[src/rtl/mips_multicycle_ctrl.sv]
// Main-decoder FSM for a shared-memory multicycle MIPS datapath.
// Control outputs decode combinationally from the current state; memory states wait on mready_i.
module mips_multicycle_ctrl #(
    parameter logic [4:0] RA_REG = 5'd31
) (
    input  logic       clk_i,
    input  logic       reset_i,
    input  logic [5:0] op_i,
    input  logic [5:0] funct_i,
    input  logic       zero_i,
    input  logic       mready_i,
    output logic       pcen_o,
    output logic       irwrite_o,
    output logic       iord_o,
    output logic       memread_o,
    output logic       memwrite_o,
    output logic       regwrite_o,
    output logic       memtoreg_o,
    output logic       regdst_o,
    output logic       link_o,
    output logic       byteld_o,
    output logic       lbu_o,
    output logic       alusrca_o,
    output logic [2:0] alusrcb_o,
    output logic [1:0] pcsrc_o,
    output logic [3:0] alucontrol_o,
    output logic [3:0] state_o,
    output logic       illegal_o
);

    typedef enum logic [3:0] {
        StFetch  = 4'd0,
        StDecode = 4'd1,
        StMemAdr = 4'd2,
        StMemRd  = 4'd3,
        StMemWb  = 4'd4,
        StMemWr  = 4'd5,
        StExec   = 4'd6,
        StAluWb  = 4'd7,
        StBranch = 4'd8,
        StImmEx  = 4'd9,
        StImmWb  = 4'd10,
        StJump   = 4'd11,
        StJr     = 4'd12,
        StJal    = 4'd13
    } state_e;

    localparam logic [5:0] OpRType = 6'b000000;
    localparam logic [5:0] OpJ     = 6'b000010;
    localparam logic [5:0] OpJal   = 6'b000011;
    localparam logic [5:0] OpBeq   = 6'b000100;
    localparam logic [5:0] OpBne   = 6'b000101;
    localparam logic [5:0] OpAddi  = 6'b001000;
    localparam logic [5:0] OpSlti  = 6'b001010;
    localparam logic [5:0] OpAndi  = 6'b001100;
    localparam logic [5:0] OpOri   = 6'b001101;
    localparam logic [5:0] OpLb    = 6'b100000;
    localparam logic [5:0] OpLw    = 6'b100011;
    localparam logic [5:0] OpLbu   = 6'b100100;
    localparam logic [5:0] OpSw    = 6'b101011;

    localparam logic [5:0] FnJr    = 6'b001000;

    localparam logic [3:0] AluAnd  = 4'b0000;
    localparam logic [3:0] AluOr   = 4'b0001;
    localparam logic [3:0] AluAdd  = 4'b0010;
    localparam logic [3:0] AluSub  = 4'b0110;
    localparam logic [3:0] AluSlt  = 4'b0111;
    localparam logic [3:0] AluNor  = 4'b1100;

    state_e state_q, state_d;

    logic       is_load, is_store, is_byte;
    logic       funct_ok;
    logic [3:0] funct_alu;

    always_comb begin
        is_load  = (op_i == OpLw) || (op_i == OpLb) || (op_i == OpLbu);
        is_store = (op_i == OpSw);
        is_byte  = (op_i == OpLb) || (op_i == OpLbu);
    end

    always_comb begin
        funct_ok  = 1'b1;
        funct_alu = AluAdd;
        case (funct_i)
            6'b100000: funct_alu = AluAdd;
            6'b100010: funct_alu = AluSub;
            6'b100100: funct_alu = AluAnd;
            6'b100101: funct_alu = AluOr;
            6'b101010: funct_alu = AluSlt;
            6'b100111: funct_alu = AluNor;
            default:   funct_ok  = 1'b0;
        endcase
    end

    always_comb begin
        state_d      = state_q;
        pcen_o       = 1'b0;
        irwrite_o    = 1'b0;
        iord_o       = 1'b0;
        memread_o    = 1'b0;
        memwrite_o   = 1'b0;
        regwrite_o   = 1'b0;
        memtoreg_o   = 1'b0;
        regdst_o     = 1'b0;
        link_o       = 1'b0;
        byteld_o     = 1'b0;
        lbu_o        = 1'b0;
        alusrca_o    = 1'b0;
        alusrcb_o    = 3'b000;
        pcsrc_o      = 2'b00;
        alucontrol_o = AluAdd;
        illegal_o    = 1'b0;

        case (state_q)
            StFetch: begin
                memread_o = 1'b1;
                alusrcb_o = 3'b001;
                irwrite_o = mready_i;
                pcen_o    = mready_i;
                if (mready_i) state_d = StDecode;
            end
            StDecode: begin
                // Precompute the branch target into ALUOut while the opcode is decoded.
                alusrcb_o = 3'b011;
                if (is_load || is_store) begin
                    state_d = StMemAdr;
                end else if (op_i == OpRType) begin
                    state_d = (funct_i == FnJr) ? StJr : StExec;
                end else if (op_i == OpBeq || op_i == OpBne) begin
                    state_d = StBranch;
                end else if (op_i == OpAddi || op_i == OpSlti ||
                             op_i == OpAndi || op_i == OpOri) begin
                    state_d = StImmEx;
                end else if (op_i == OpJ) begin
                    state_d = StJump;
                end else if (op_i == OpJal) begin
                    state_d = StJal;
                end else begin
                    illegal_o = 1'b1;
                    state_d   = StFetch;
                end
            end
            StMemAdr: begin
                alusrca_o = 1'b1;
                alusrcb_o = 3'b010;
                state_d   = is_store ? StMemWr : StMemRd;
            end
            StMemRd: begin
                memread_o = 1'b1;
                iord_o    = 1'b1;
                byteld_o  = is_byte;
                lbu_o     = (op_i == OpLbu);
                if (mready_i) state_d = StMemWb;
            end
            StMemWb: begin
                regwrite_o = 1'b1;
                memtoreg_o = 1'b1;
                byteld_o   = is_byte;
                lbu_o      = (op_i == OpLbu);
                state_d    = StFetch;
            end
            StMemWr: begin
                memwrite_o = 1'b1;
                iord_o     = 1'b1;
                if (mready_i) state_d = StFetch;
            end
            StExec: begin
                alusrca_o = 1'b1;
                if (funct_ok) begin
                    alucontrol_o = funct_alu;
                    state_d      = StAluWb;
                end else begin
                    illegal_o = 1'b1;
                    state_d   = StFetch;
                end
            end
            StAluWb: begin
                regwrite_o = 1'b1;
                regdst_o   = 1'b1;
                state_d    = StFetch;
            end
            StBranch: begin
                alusrca_o    = 1'b1;
                alucontrol_o = AluSub;
                pcsrc_o      = 2'b01;
                pcen_o       = (op_i == OpBne) ? ~zero_i : zero_i;
                state_d      = StFetch;
            end
            StImmEx: begin
                alusrca_o = 1'b1;
                case (op_i)
                    OpSlti: begin
                        alusrcb_o    = 3'b010;
                        alucontrol_o = AluSlt;
                    end
                    OpAndi: begin
                        alusrcb_o    = 3'b100;
                        alucontrol_o = AluAnd;
                    end
                    OpOri: begin
                        alusrcb_o    = 3'b100;
                        alucontrol_o = AluOr;
                    end
                    default: alusrcb_o = 3'b010;
                endcase
                state_d = StImmWb;
            end
            StImmWb: begin
                regwrite_o = 1'b1;
                state_d    = StFetch;
            end
            StJump: begin
                pcsrc_o = 2'b10;
                pcen_o  = 1'b1;
                state_d = StFetch;
            end
            StJr: begin
                pcsrc_o = 2'b11;
                pcen_o  = 1'b1;
                state_d = StFetch;
            end
            StJal: begin
                // Writes PC+4 to the return-address register (RA_REG) in the datapath.
                regwrite_o = 1'b1;
                link_o     = 1'b1;
                pcsrc_o    = 2'b10;
                pcen_o     = 1'b1;
                state_d    = StFetch;
            end
            default: state_d = StFetch;
        endcase
    end

    always_ff @(posedge clk_i or posedge reset_i) begin
        if (reset_i) begin
            state_q <= StFetch;
        end else begin
            state_q <= state_d;
        end
    end

    assign state_o = state_q;

endmodule

[config.mk]
export PLATFORM = sky130hd
export DESIGN_NAME = mips_multicycle_ctrl
export DESIGN_NICKNAME = d
export VERILOG_FILES = /design/src/rtl/mips_multicycle_ctrl.sv
export SDC_FILE = /design/constraint.sdc
export NUM_CORES = 1
export LEC_CHECK = 0
export BUFFER_PORTS_ARGS = -buffer_cell sky130_fd_sc_hd__buf_2
export CORE_MARGIN = 10
export CORE_UTILIZATION = 30
export CTS_CLUSTER_DIAMETER = 100
export DETAILED_ROUTE_END_ITERATION = 12
export SETUP_SLACK_MARGIN = 0.1
export SLEW_MARGIN = 25
export SYNTH_ARGS = -nofsm -noshare
export SYNTH_HDL_FRONTEND = slang
export SYNTH_SLANG_ARGS = --single-unit
[constraint.sdc]
create_clock -name clk_i -period 4.1 [get_ports clk_i]
set_clock_uncertainty 0.15 [all_clocks]
set_input_delay 0.41 -clock clk_i [delete_from_list [all_inputs] [get_ports clk_i]]
set_output_delay 0.41 -clock clk_i [all_outputs]
set_load 0.01 [all_outputs]
## After elaboration in Yosys (flattened, before gate mapping)

Cells that the tools add are included.
W data, S select, Z words.

- $add $sub $neg: 0
- Multipliers: 0
- Div/mod/pow operators: 0
- Order comparisons: 0
- Eq/ne operators: 35
- Shift-type cells: 0
- Muxes and demuxes: 42
- Bitwise gates (word level): 1
- Reduce and logical (&&, ||, !) cells: 20

Operators with widths:

| cell | number |
|---|---|
| $eq A6 B6 Y1 const B | 10 |
| $mux W4 | 11 |
| $eq A6 B4 Y1 const B | 5 |
| $pmux W4 S7 | 1 |
| $eq A4 B4 Y1 const B | 6 |
| $mux W1 | 20 |
| $pmux W4 S5 | 1 |
| $eq A4 B3 Y1 const B | 4 |
| $eq A6 B2 Y1 const B | 2 |
| $eq A6 B3 Y1 const B | 2 |
| $pmux W3 S4 | 1 |
| $pmux W4 S3 | 1 |
| $reduce_or A2 Y1 | 5 |
| $mux W3 | 3 |
| $pmux W3 S3 | 1 |
| $eq A4 B2 Y1 const B | 2 |
| $logic_or A1 B1 Y1 | 8 |
| $reduce_or A4 Y1 | 2 |
| $logic_not A6 Y1 | 1 |
| $ne A2 B2 Y1 const B | 3 |
| $pmux W2 S3 | 1 |
| $reduce_or A6 Y1 | 1 |
| $eq A4 B1 Y1 const B | 1 |
| $logic_not A4 Y1 | 1 |
| other kinds (5) | 5 |

- Register bits: 4
- Latch bits: 0
- Bits in writable memories: 0
- Bits in read-only memories: 0
- Input port bits: 16
- Output and inout port bits: 26
- Logic and storage cells: 99
- Memories: 0

## Logic depth before layout (Yosys ltp)

- Word-level depth: 9
- Depth in mapped cells: 6
- Mapped depth without buffers: 4

## Least setup slack after synthesis

OpenSTA, ideal clock, no wires.

- Kind: register to output
- Start point: register state_q[1], in the netlist state_o[1]
- End point: output lbu_o
- Data arrival time: 1.531 ns
- Required time: 3.540 ns
- Setup slack: 2.009 ns
- Cell stages (with the launch flop): 6
- Buffers on the path: 1
- Cells stage by stage: dfrtp_1 > buf_2 > nor2_1 > nand2_1 > a2111oi_2 > and2_1

- Word-level cells in the longest chain between the ends: 3
- Elaborated cells between the ends (all ways): 4
- Classes of those cells: eq/ne (2); mux (1); reduce/logical (1)

Ends and longest elaborated chain:

| element | line | source |
|---|---|---|
| from (decl) | 71 | `state_e state_q, state_d;` |
| from (signal assigned) | 238 | `state_q <= StFetch;` |
| from (signal assigned) | 240 | `state_q <= state_d;` |
| $eq A4 B2 Y1 or $eq A4 B3 Y1 (tied branches) | 116 | `case (state_q)` |
| $reduce_or A2 Y1 (no line) (*) | n/a |  |
| $mux W1 (*) | n/a |  |
| to (decl) | 22 | `output logic lbu_o,` |

Mark *: on every way between the ends. The rest lies on a longest branch, timed or not.

## Worst setup path in the final report

- Start point: register state_q[1], in the netlist state_o[1]
- End point: output alucontrol_o[2]

- Word-level cells in the longest chain between the ends: 2
- Elaborated cells between the ends (all ways): 4
- Classes of those cells: eq/ne (3); mux (1)

Ends and longest elaborated chain:

| element | line | source |
|---|---|---|
| $eq A4 B4 Y1 or $eq A4 B3 Y1 (tied branches) | 116 |  |
| $pmux W4 S3 (*) | 116 |  |
| to (decl) | 26 | `output logic [3:0] alucontrol_o,` |

Marks and branches as above.

==> run_results.csv <==
group,metric,value,unit
worst_setup_path,r2r_end,"state_o[2]",
global_route,grt_max_degree,24,
placement,io_buffers,41,
placement,place_hpwl,2300,um
timing,setup_ws,1.42,ns
min_path,holdPathEnd,"state_o[2]",
logic_synthesis,synth_adder_area_share,0,%
global_route,grt_pass1_vias,1044,
placement,place_ws,1.69,ns
timing,final-max-slew-violation-count,0,
timing,fmax,374,MHz
power,internal-power,0.227,mW
worst_setup_path,reg2regPathDepth,4,
logic_synthesis,syn_area_per_cell,7.16,um2
logic_synthesis,synthTopCellsByArea,"dfrtp_1, nor2_1, buf_6",
timing,finalCritPeriodShare,65.3,%
finish,drive_gt1_share,32.9,%
global_route,grt_pass1_wl,4640,um
worst_setup_path,slowest_stage,"dfrtp_1",
power,max-vdd-ir-drop,140,uV
routing,drt-pass1-iter-count,4,
clocking,clk_pin_slew,0.04,ns
worst_setup_path,slowest_delay,0.71,ns
worst_setup_path,critPathKind,"reg2out",
logic_synthesis,synthFlopType,"dfrtp_1",
logic_synthesis,ys_ff_latch,4,
logic_synthesis,synth_top_family_by_area,"simple AND/OR/NAND/NOR gates",
die,start_util,32.2,%
clocking,cts_tree,"done",
finish,fillCellCount,292,
worst_setup_path,crit_start,"state_o[1]",
power,p_sw_share,53.1,%
worst_setup_path,crit_family,"simple AND/OR/NAND/NOR gates",
worst_setup_path,worstReg2RegStart,"state_o[1]",
finish,area_delta_synth_final,20.1,%
worst_setup_path,crit_fanout,20,
placement,placed_area,1060,um2
power,p_leak,0.480,nW
worst_setup_path,end_kind,"output port",
die,die_x,75.1,um
clocking,clock_sinks,4,
logic_synthesis,async_flop_share,100,%
worst_setup_path,crit_required,3.54,ns
logic_synthesis,synth_compound_area_share,27.1,%
timing,tns,0,ns
logic_synthesis,synth_xor_area_share,2.89,%
timing,hold_viol_final,0,
routing,num_vias,1070,
logic_synthesis,synth_common_cells,"nor2_1, nand2_1, nor3_1, nand2b_1, nor3b_1",
timing,rsz0062_at_grt,"false",
clocking,clockRootBuffer,"clkbuf_4",
worst_setup_path,critPathBufInv,1,
die,core-area,2830,um2
logic_synthesis,synthesis.nets,143,
min_path,hp-start,"mready_i",
routing,drt_iter0_drc,84,
die,die_area,5630,um2
min_path,hp-class,"in2reg",
worst_setup_path,r2r_setup_slack,2.05,ns
logic_synthesis,synthMuxAreaShare,3.58,%
global_route,grtUsageTotal,10.0,%
finish,final_cell_area,1090,um2
routing,viasPerCell,5.57,
timing,setup_viol,0,
clocking,clk_latency,0.24,ns
routing,drcViolationCount,0,
global_route,antenna_found_initial,0,
min_path,min_path_cells,2,
routing,drt-wirelength-per-cell,15.0,um
power,p_switching,0.258,mW
power,p_comb_share,65.7,%
power,pwr-share-seq,23.8,%
outcome,status,"finished clean",
clocking,clk_path_buf_depth,2,
worst_setup_path,crit_arrival,2.12,ns
logic_synthesis,synthMostInstantiatedCell,"nor2_1",
worst_setup_path,crit_chain,"nand2b_1, nor4b_2, nand2_1, o21ai_1, buf_2",
finish,final_nets,179,
worst_setup_path,startpoint_type,"flop",
timing,worstMarginPinSlew,0.697,ns
finish,num_antenna_cells,0,
placement,place_congestion,0.872,
logic_synthesis,yosysSeqAreaShare,11.0,%
logic_synthesis,netlist_instances,127,
job,cap_violations,0,
logic_synthesis,synth.top_cell.area_share,11.0,%
clocking,cts-htree-levels,1,
die,row_count,19,
die,io_pins,42,
logic_synthesis,synth_largest_area_cell,"dfrtp_1",
global_route,overflow,0,
logic_synthesis,synth-edff-count,0,
timing,finalCriticalPeriod,2.68,ns
clocking,cts_resized,0,
logic_synthesis,yosys.area_share.simple,43.1,%
die,die_y,75.1,um
power,pwr-share-clk,10.4,%
logic_synthesis,yosysUniqueCellTypes,48,
timing,slew_headroom,53.5,%
routing,ant_nets,0,
logic_synthesis,yosys_warnings,0,
clocking,cts_buffers,3,
routing,drt_wl_total,2880,um
power,power.density,444,nW/um2
finish,largest_register_ffs,4,
logic_synthesis,netlist_area,910,um2
## power by group through the flow
| stage | clock network (mW) | logic [mW] | registers (mW) |
|---|---|---|---|
| 2_1_floorplan | 0 | 0.269 | 0.0744 |
| 3_3_place_gp | 0 | 0.320 | 0.113 |
| 3_5_place_dp | 0 | 0.321 | 0.115 |
| 4_1_cts | 0.0519 | 0.323 | 0.114 |
| 5_1_grt | 0.0525 | 0.356 | 0.126 |
| 6_report | 0.0507 | 0.319 | 0.116 |
## placed cells by master (no fill, tap or decap), drive strengths merged, types with 4 or more instances in the layout
master  count
inv         5
buf        41
o21ai       7
nand2      12
nand2b      6
nor3b       6
dfrtp       4
a21oi       5
nor3        8
nor2       14
## how the worst max path moves through the flow
stage / to / slack (ns) / depth (start not counted)
after global placement: alucontrol_o[2] / 1.75 / 5
after CTS: alucontrol_o[2] / 1.43 / 5
final: alucontrol_o[2] / 1.42 / 5
after floorplan: lbu_o / 2.01 / 5
after global routing: alucontrol_o[2] / 1.22 / 5
after detailed placement: alucontrol_o[2] / 1.69 / 5
## layout make-up
cell class              instances  area, um2  share of cell area, %
well taps                      31       38.8                   3.55
clock buffers                   3       22.5                   2.06
flip-flops and latches          4        100                   9.16
repair buffers                 42        215                   19.7
inverters                       5       18.8                   1.72
multi-input cells             107        697                   63.8
## through the flow
| stage | util [%] | hold slack, ns | power (mW) | instances |
|---|---|---|---|---|
| 2_1_floorplan | - | 0.0261 | 0.344 | 127 |
| 6_report | 38.6 | 0.373 | 0.485 | 192 |
| 3_3_place_gp | 37.5 | 0.137 | 0.433 | 188 |
| 4_1_cts | 38.6 | 0.374 | 0.489 | 192 |
| 3_5_place_dp | 37.5 | 0.151 | 0.436 | 188 |
| 5_1_grt | 38.6 | 0.407 | 0.534 | 192 |
## what timing repair did
action | 4_1_cts | 5_1_grt
hold buffers | 1 | 0
setup buffers | 0 | 0
hold endpoints to repair | 4 | 0
## routing by layer
| metal | GRT usage (%) | wire, um |
|---|---|---|
| met1 | 12.3 | 1280 |
| met2 | 15.7 | 1240 |
| met3 | 3.55 | 342 |
| met4 | 3.78 | 19 |
| met5 | 0 | 0 |
## cell families (layout without fill, tap and decap cells)
| kind of cell | after synthesis | count (layout) |
|---|---|---|
| AND/OR/NAND/NOR | 68 | 68 |
| AO/OA/AOI/OAI | 33 | 33 |
| buffers and inverters | 16 | 50 |
| flip-flops | 4 | 4 |
| XOR/XNOR | 3 | 3 |
| multiplexers | 3 | 3 |
(Power assumes the default switching activity.)
